## src/rtl/i2s_audio_tx.sv

```systemverilog
// Stereo I2S transmitter: derives MCLK/SCLK/LRCLK from clk and
// serializes buffered 16-bit L/R pairs onto SDIN, 64 slots per frame.
//
// Ports:
//   clk, rst_n          clock, synchronous active-low reset
//   sample_l, sample_r  16-bit two's-complement sample pair
//   sample_valid/ready  pair handshake (one-entry buffer)
//   underrun            one-clk pulse at a frame start with no new pair
//   mclk, sclk, lrclk   DAC master, bit and word-select clocks
//   sdin                serial data, MSB first, one-slot I2S delay
module i2s_audio_tx #(
    parameter int MCLK_DIV = 2,
    parameter int SCLK_DIV = 4
) (
    input  logic        clk,
    input  logic        rst_n,
    input  logic [15:0] sample_l,
    input  logic [15:0] sample_r,
    input  logic        sample_valid,
    output logic        sample_ready,
    output logic        underrun,
    output logic        mclk,
    output logic        sclk,
    output logic        lrclk,
    output logic        sdin
);

    localparam int P  = 2 * MCLK_DIV * SCLK_DIV;
    localparam int DW = $clog2(P);
    localparam int MW = (MCLK_DIV > 1) ? $clog2(MCLK_DIV) : 1;

    logic [DW-1:0] r_div;
    logic [5:0]    r_slot;
    logic [MW-1:0] r_mcnt;
    logic          r_buf_full;
    logic [15:0]   r_buf_l;
    logic [15:0]   r_buf_r;
    logic [15:0]   r_sh_l;
    logic [15:0]   r_sh_r;
    logic          r_primed;
    logic          r_ready;
    logic          r_underrun;
    logic          r_mclk;
    logic          r_sclk;
    logic          r_lrclk;
    logic          r_sdin;

    logic          w_fs;
    logic          w_acc;
    logic          w_load;
    logic          w_div_wrap;
    logic [DW-1:0] w_div_nx;
    logic [5:0]    w_slot_nx;
    logic          w_mwrap;
    logic [MW-1:0] w_mcnt_nx;
    logic          w_buf_nx;
    logic          w_primed_nx;
    logic [15:0]   w_sh_l_nx;
    logic [15:0]   w_sh_r_nx;
    logic [15:0]   w_word;
    logic [4:0]    w_lo;
    logic [3:0]    w_idx;
    logic          w_sdin_nx;
    logic          w_ur_nx;

    always_comb begin
        w_fs        = (r_div == '0) && (r_slot == 6'd0);
        w_acc       = sample_valid && r_ready;
        w_load      = w_fs && r_buf_full;
        w_div_wrap  = (r_div == DW'(P - 1));
        w_div_nx    = w_div_wrap ? '0 : r_div + DW'(1);
        w_slot_nx   = w_div_wrap ? r_slot + 6'd1 : r_slot;
        w_mwrap     = (r_mcnt == MW'(MCLK_DIV - 1));
        w_mcnt_nx   = w_mwrap ? '0 : r_mcnt + MW'(1);
        // Frame-start unload and a new accept never coincide:
        // an accept needs an empty buffer.
        w_buf_nx    = (r_buf_full && !w_load) || w_acc;
        w_primed_nx = r_primed || w_acc;
        w_sh_l_nx   = w_load ? r_buf_l : r_sh_l;
        w_sh_r_nx   = w_load ? r_buf_r : r_sh_r;
        // Slot 1..16 of each half carries bit 16-slot.
        w_lo        = w_slot_nx[4:0];
        w_idx       = 4'd0 - w_slot_nx[3:0];
        w_word      = w_slot_nx[5] ? w_sh_r_nx : w_sh_l_nx;
        w_sdin_nx   = 1'b0;
        if ((w_lo != 5'd0) && (w_lo <= 5'd16)) begin
            w_sdin_nx = w_word[w_idx];
        end
        // Underrun is flagged in the frame-start cycle itself, so it
        // is judged on the buffer state entering that cycle.
        w_ur_nx = (w_div_nx == '0) && (w_slot_nx == 6'd0) &&
                  !w_buf_nx && w_primed_nx;
    end

    always_ff @(posedge clk) begin
        if (!rst_n) begin
            r_div      <= '0;
            r_slot     <= '0;
            r_mcnt     <= '0;
            r_buf_full <= 1'b0;
            r_buf_l    <= '0;
            r_buf_r    <= '0;
            r_sh_l     <= '0;
            r_sh_r     <= '0;
            r_primed   <= 1'b0;
            r_ready    <= 1'b0;
            r_underrun <= 1'b0;
            r_mclk     <= 1'b0;
            r_sclk     <= 1'b0;
            r_lrclk    <= 1'b0;
            r_sdin     <= 1'b0;
        end else begin
            r_div      <= w_div_nx;
            r_slot     <= w_slot_nx;
            r_mcnt     <= w_mcnt_nx;
            r_buf_full <= w_buf_nx;
            if (w_acc) begin
                r_buf_l <= sample_l;
                r_buf_r <= sample_r;
            end
            r_sh_l     <= w_sh_l_nx;
            r_sh_r     <= w_sh_r_nx;
            r_primed   <= w_primed_nx;
            r_ready    <= ~w_buf_nx;
            r_underrun <= w_ur_nx;
            r_mclk     <= r_mclk ^ w_mwrap;
            r_sclk     <= (w_div_nx >= DW'(P / 2));
            r_lrclk    <= w_slot_nx[5];
            r_sdin     <= w_sdin_nx;
        end
    end

    assign sample_ready = r_ready;
    assign underrun     = r_underrun;
    assign mclk         = r_mclk;
    assign sclk         = r_sclk;
    assign lrclk        = r_lrclk;
    assign sdin         = r_sdin;

endmodule

```

## config.mk

```make
export PLATFORM = sky130hd
export DESIGN_NAME = i2s_audio_tx
export DESIGN_NICKNAME = d
export VERILOG_FILES = /design/src/rtl/i2s_audio_tx.sv
export SDC_FILE = /design/constraint.sdc
export NUM_CORES = 1
export LEC_CHECK = 0
export CAP_MARGIN = 20
export CORE_ASPECT_RATIO = 1.1
export CORE_MARGIN = 4
export CORE_UTILIZATION = 62
export DETAILED_ROUTE_END_ITERATION = 8
export DONT_BUFFER_PORTS = 1
export PLACE_DENSITY = 0.81
export REMOVE_ABC_BUFFERS = 1
export SYNTH_ARGS = -nofsm -noshare
export SYNTH_HDL_FRONTEND = slang
export SYNTH_SLANG_ARGS = --single-unit
```

## constraint.sdc

```tcl
create_clock -name clk -period 5 [get_ports clk]
set_input_delay 1.5 -clock clk [delete_from_list [all_inputs] [get_ports clk]]
set_output_delay 1.5 -clock clk [all_outputs]
set_load 0.05 [all_outputs]
```

# Word level (Yosys, flattened, before mapping)
# Cells that the tools add are included.
# classes
n_eq_ne,1
bitwise,3
n_mux,7
n_addsub,4
magnitude_cmp,3
mul,0
shifts,0
div,0
n_reduce_logical,19
# op_table
operator,n
16-bit 2-to-1 mux,3
6-bit logical NOT,2
1-bit logical AND,8
4-bit logical NOT,2
6-bit by 1-bit adder with 6-bit output (second input constant),1
6-bit 2-to-1 mux,1
5-bit <= comparator (second input constant),1
4-bit by 5-bit less-than comparator with 1-bit output (second input constant),1
5-bit nonzero test,1
4-bit by 1-bit adder with 4-bit output (second input constant),1
1-bit binary-select mux with 4-bit select,1
4-bit equality test (second input constant),1
4-bit >= comparator (second input constant),1
4-bit 2-to-1 mux,1
1-bit by 4-bit subtractor with 4-bit output (first input constant),1
1-bit logical NOT,2
1-bit logical OR,2
1-bit NOT,2
2-bit AND reduction,1
2-bit OR reduction,1
1-bit adder (second input constant),1
1-bit 2-to-1 mux,1
1-bit bitwise XOR,1
# word_totals
mem_bits_rw,0
regBits,83
latchBits,0
memories,0
rom_bits,0
word_cells,52

# Logic depth before layout (Yosys ltp)
# depth
word_depth,9
depth_mapped,11
depth_no_buf,9

# Least setup slack after synthesis
# No wires, ideal clock.
# synth_path
path_type,register -> register
startpoint,register r_div[0]
endpoint,register r_sdin (netlist: sdin)
period_less_slack_ns,2.888
arrival_ns,2.829
stages_incl_launch_ff,12
t_required_ns,4.941
slack_ns,2.112
path_cell_list,dfxtp_1 > ha_1 > nand3_1 > xnor2_1 > clkbuf_1 > ha_1 > clkbuf_1 > or4b_2 > o21ai_0 > a211oi_1 > o21ai_0 > o32a_1
# synth_between
elab_chain_len,7
elab_cells_between_ends,15
# synth_rtl
item,line,source
start: declaration,32,logic [DW-1:0] r_div;
start signal: assignment,113,r_div <= w_div_nx;
"parallel branches: the longest is 7 deep, another holds 1-bit by 4-bit subtractor with 4-bit output",-,
end signal: assignment,129,r_sdin <= w_sdin_nx;
end: declaration,46,logic r_sdin;
# Parallel ways; which one is timed is not known. The select of a mux whose other input is x is not followed.
# A chain may end at the register's enable or synchronous reset.

# Worst setup path in the final report
# layout_path
startpoint,register r_slot[5]
endpoint,register r_sdin (netlist: sdin)
# layout_between
elab_chain_len,7
elab_cells_between_ends,10
# layout_rtl
item,line,source
start: declaration,33,logic [5:0] r_slot;
start signal: assignment,114,r_slot <= w_slot_nx;
"parallel branches: the longest is 4 deep, another holds 6-bit by 1-bit adder with 6-bit output",-,
16-bit 2-to-1 mux (*),84,w_word = w_slot_nx[5] ? w_sh_r_nx : w_sh_l_nx;
1-bit binary-select mux with 4-bit select (*),87,w_sdin_nx = w_word[w_idx];
1-bit 2-to-1 mux (implied by the code) (*),87,
# Mark *: on every way between the ends. The select of a mux whose other input is x is not followed.

==> flow_metrics.py <==
metrics = {
    "clock_network": {
        "root_buffer": "clkbuf_8",
        "cts_made_buffers": 9,
        "clk_pin_slew_ns": 0.09,
        "worst_skew_pair.late_latency_ns": 0.36,
        "postCtsSetupBuffers": 0,
        "cts_tree": "built",
        "clock_path_buffers": 2,
        "htreeDepth": 3,
        "ctsHoldBuffers": 0,
        "cts.repair.resized": 0,
        "cts.sinks": 82,
    },
    "logic_synthesis": {
        "synth_edf_count": 0,
        "synth_flop_cell": "dfxtp_1",
        "ys_async_sr_fraction_pct": 0,
        "yosysMostFrequentCell": "nand2_1",
        "yosysSeqAreaShare_pct": 44.0,
        "synth_common_cells": "nand2_1 (139), dfxtp_1 (82), a21boi_0 (67)",
        "syn_area_um2": 3730,
        "yosys_register_bits": 82,
        "synthCells": 443,
        "avgSynthCellArea_um2": 8.42,
        "ys_top_cells_by_area": "dfxtp_1 (44%), nand2_1 (14%), a21boi_0 (13%)",
        "synth_top_cell_area_share_pct": 44.0,
        "yosys_warnings": 0,
        "ys_types": 47,
        "yosysTopAreaCell": "dfxtp_1",
    },
    "final_layout": {
        "finalNetCount": 470,
        "ff_latch_area_um2": 1640,
        "fillers": 492,
        "fin_util_pct": 68.1,
        "antenna_cells": 0,
        "multi_input_area_um2": 1960,
        "layout-drive-gt1-share_pct": 6.21,
        "area_delta_synth_final_pct": 5.97,
    },
    "setup_path": {
        "critPathRequiredTime_ns": 5.30,
        "critPathLaunchType": "flip-flop",
        "arrival_ns": 3.72,
        "cp-end-kind": "flip-flop",
        "path_max_fanout": 24,
        "crit_type": "reg2reg",
    },
    "die": {
        "ios": 41,
        "rows": 29,
        "die-area_um2": 7320,
        "die_w_um": 82.0,
        "die_h_um": 89.4,
        "start_util_pct": 64.3,
        "fp.coreArea_um2": 5810,
    },
    "place": {
        "post-place-ws_ns": 1.64,
        "gp_congestion": 0.894,
        "io_buffers": 0,
        "hpwlAfterDp_um": 5210,
    },
    "sta": {
        "final-hold-violation-count": 0,
        "grt_setup_unrepaired": "no",
        "skew_ns": 0.0143,
        "slew_headroom_pct": 32.5,
        "period_share_pct": 68.4,
        "fin_crit_ns": 3.42,
        "finalMaxSlewViolations": 0,
        "fmax_mhz": 292,
        "setup_tns_ns": 0,
        "fin_ws_ns": 1.58,
        "finalSetupViolCount": 0,
        "tightest_slew_ns": 1.01,
    },
    "power_and_ir_drop": {
        "p_leak_nw": 1.37,
        "vdd_ir_drop_max_v": 0.000213,
        "power_density_nw_per_um2": 315,
        "p_total_mw": 1.25,
    },
    "routing": {
        "vias_per_cell": 5.76,
        "via_count": 2947,
        "drtPass1Iterations": 4,
        "antenna_left": 0,
        "drt_first_iter_violations": 138,
        "drc_errors": 0,
        "drt_wl_total_um": 7730,
        "routedWlPerCell_um": 15.1,
    },
    "hold_path": {
        "hp-class": "reg2reg",
    },
    "grt": {
        "grt_use_total_pct": 23.1,
        "grt_pass1_vias": 2774,
        "gr-total-overflow": 0,
        "grt_pass1_wl_um": 13000,
        "grt_max_degree": 83,
        "antenna_found_initial": 0,
    },
    "run_status": {
        "status": "finished, final reports clean",
    },
    "flow_run": {
        "maxCapViolCount": 0,
    },
}
-- cell type report --
| type | count | share of cell area (%) |
|---|---|---|
| Multi-Input combinational cell | 327 | 49.5 |
| Sequential cell | 82 | 41.5 |
| Clock buffer | 12 | 3.92 |
| Tap cell | 77 | 2.44 |
| Clock inverter | 4 | 1.27 |
| Timing Repair Buffer | 4 | 0.759 |
| Inverter | 6 | 0.570 |
-- flip-flops by register name, summed over array words and instances, names as in the netlist, 4 cells and up --
| signal | flops |
|---|---|
| r_buf_r | 16 |
| r_slot | 6 |
| r_sh_r | 16 |
| r_sh_l | 16 |
| r_div | 4 |
| r_buf_l | 16 |
-- layout by cell type (no fill, tap or decap), drive strengths merged, types with 2 or more instances in the layout --
| cell type | netlist | layout |
|---|---|---|
| a21boi | 67 | 67 |
| a311oi | 2 | 2 |
| o21ai | 13 | 13 |
| nand2 | 140 | 140 |
| nor3 | 6 | 6 |
| nor4b | 3 | 3 |
| a211o | 2 | 2 |
| xnor2 | 3 | 3 |
| nor2b | 8 | 8 |
| mux4 | 3 | 3 |
| nor2 | 9 | 9 |
| buf | 7 | 4 |
| clkbuf | 21 | 12 |
| clkinvlp | 0 | 2 |
| nand3 | 6 | 6 |
| ha | 5 | 5 |
| or3 | 2 | 2 |
| and3 | 3 | 3 |
| a211oi | 3 | 3 |
| nand4 | 10 | 10 |
| a21oi | 2 | 2 |
| xor2 | 5 | 5 |
| and4 | 2 | 2 |
| inv | 6 | 6 |
| dfxtp | 82 | 82 |
| mux2i | 7 | 7 |
| and2 | 9 | 9 |
-- final timing paths --
kind	slack (ns)	from	cells after the start	to
worst min register to register	0.43	r_mcnt	1	r_mcnt
worst max-delay path	1.58	r_slot[5]	7	sdin
worst max register to register	1.58	r_slot[5]	7	sdin
worst min-delay path	0.43	r_mcnt	1	r_mcnt
-- worst max-delay path, stage by stage, from the launching register on --
cell      delay [ns]
dfxtp_1         0.56
nor4b_1         0.60
nand3_1         0.81
or4b_2          0.88
o21ai_0         0.09
a211oi_1        0.06
o21ai_0         0.20
o32a_1          0.16
-- cell families after synthesis --
family	count (synthesis)	synth area share, %
DFF	82	44.0
and+or+nand+nor	203	24.8
xor gates and xnor gates	8	1.88
muxes	11	4.09
adders and majority gates	5	1.68
buffers and inverters	34	3.52
AOI/OAI and AO/OA	100	20.0
-- through the flow --
step	hold WS (ns)	cells	area [µm²]
6_report	0.433	512	3950
5_1_grt	0.454	512	3950
4_1_cts	0.438	512	3950
3_5_place_dp	0.425	496	3750
3_3_place_gp	0.421	496	3750
2_1_floorplan	0.412	415	3620
-- per-layer routing --
layer / up-vias / global-route usage, % / routed length, µm
met5: - / 0 / 0
met4: 0 / 9.82 / 184
met3: 15 / 5.34 / 283
met2: 63 / 36.8 / 3720
met1: 1380 / 29.9 / 3540
li1: 1489 / - / -
-- report_power, final --
group          total, mW  internal, mW  switching (mW)  leakage [nW]
Combinational     0.0638        0.0274          0.0364         0.601
Clock              0.490         0.257           0.233        0.0986
Sequential         0.692         0.673          0.0197         0.666
Power figures use the tool's default switching activity.
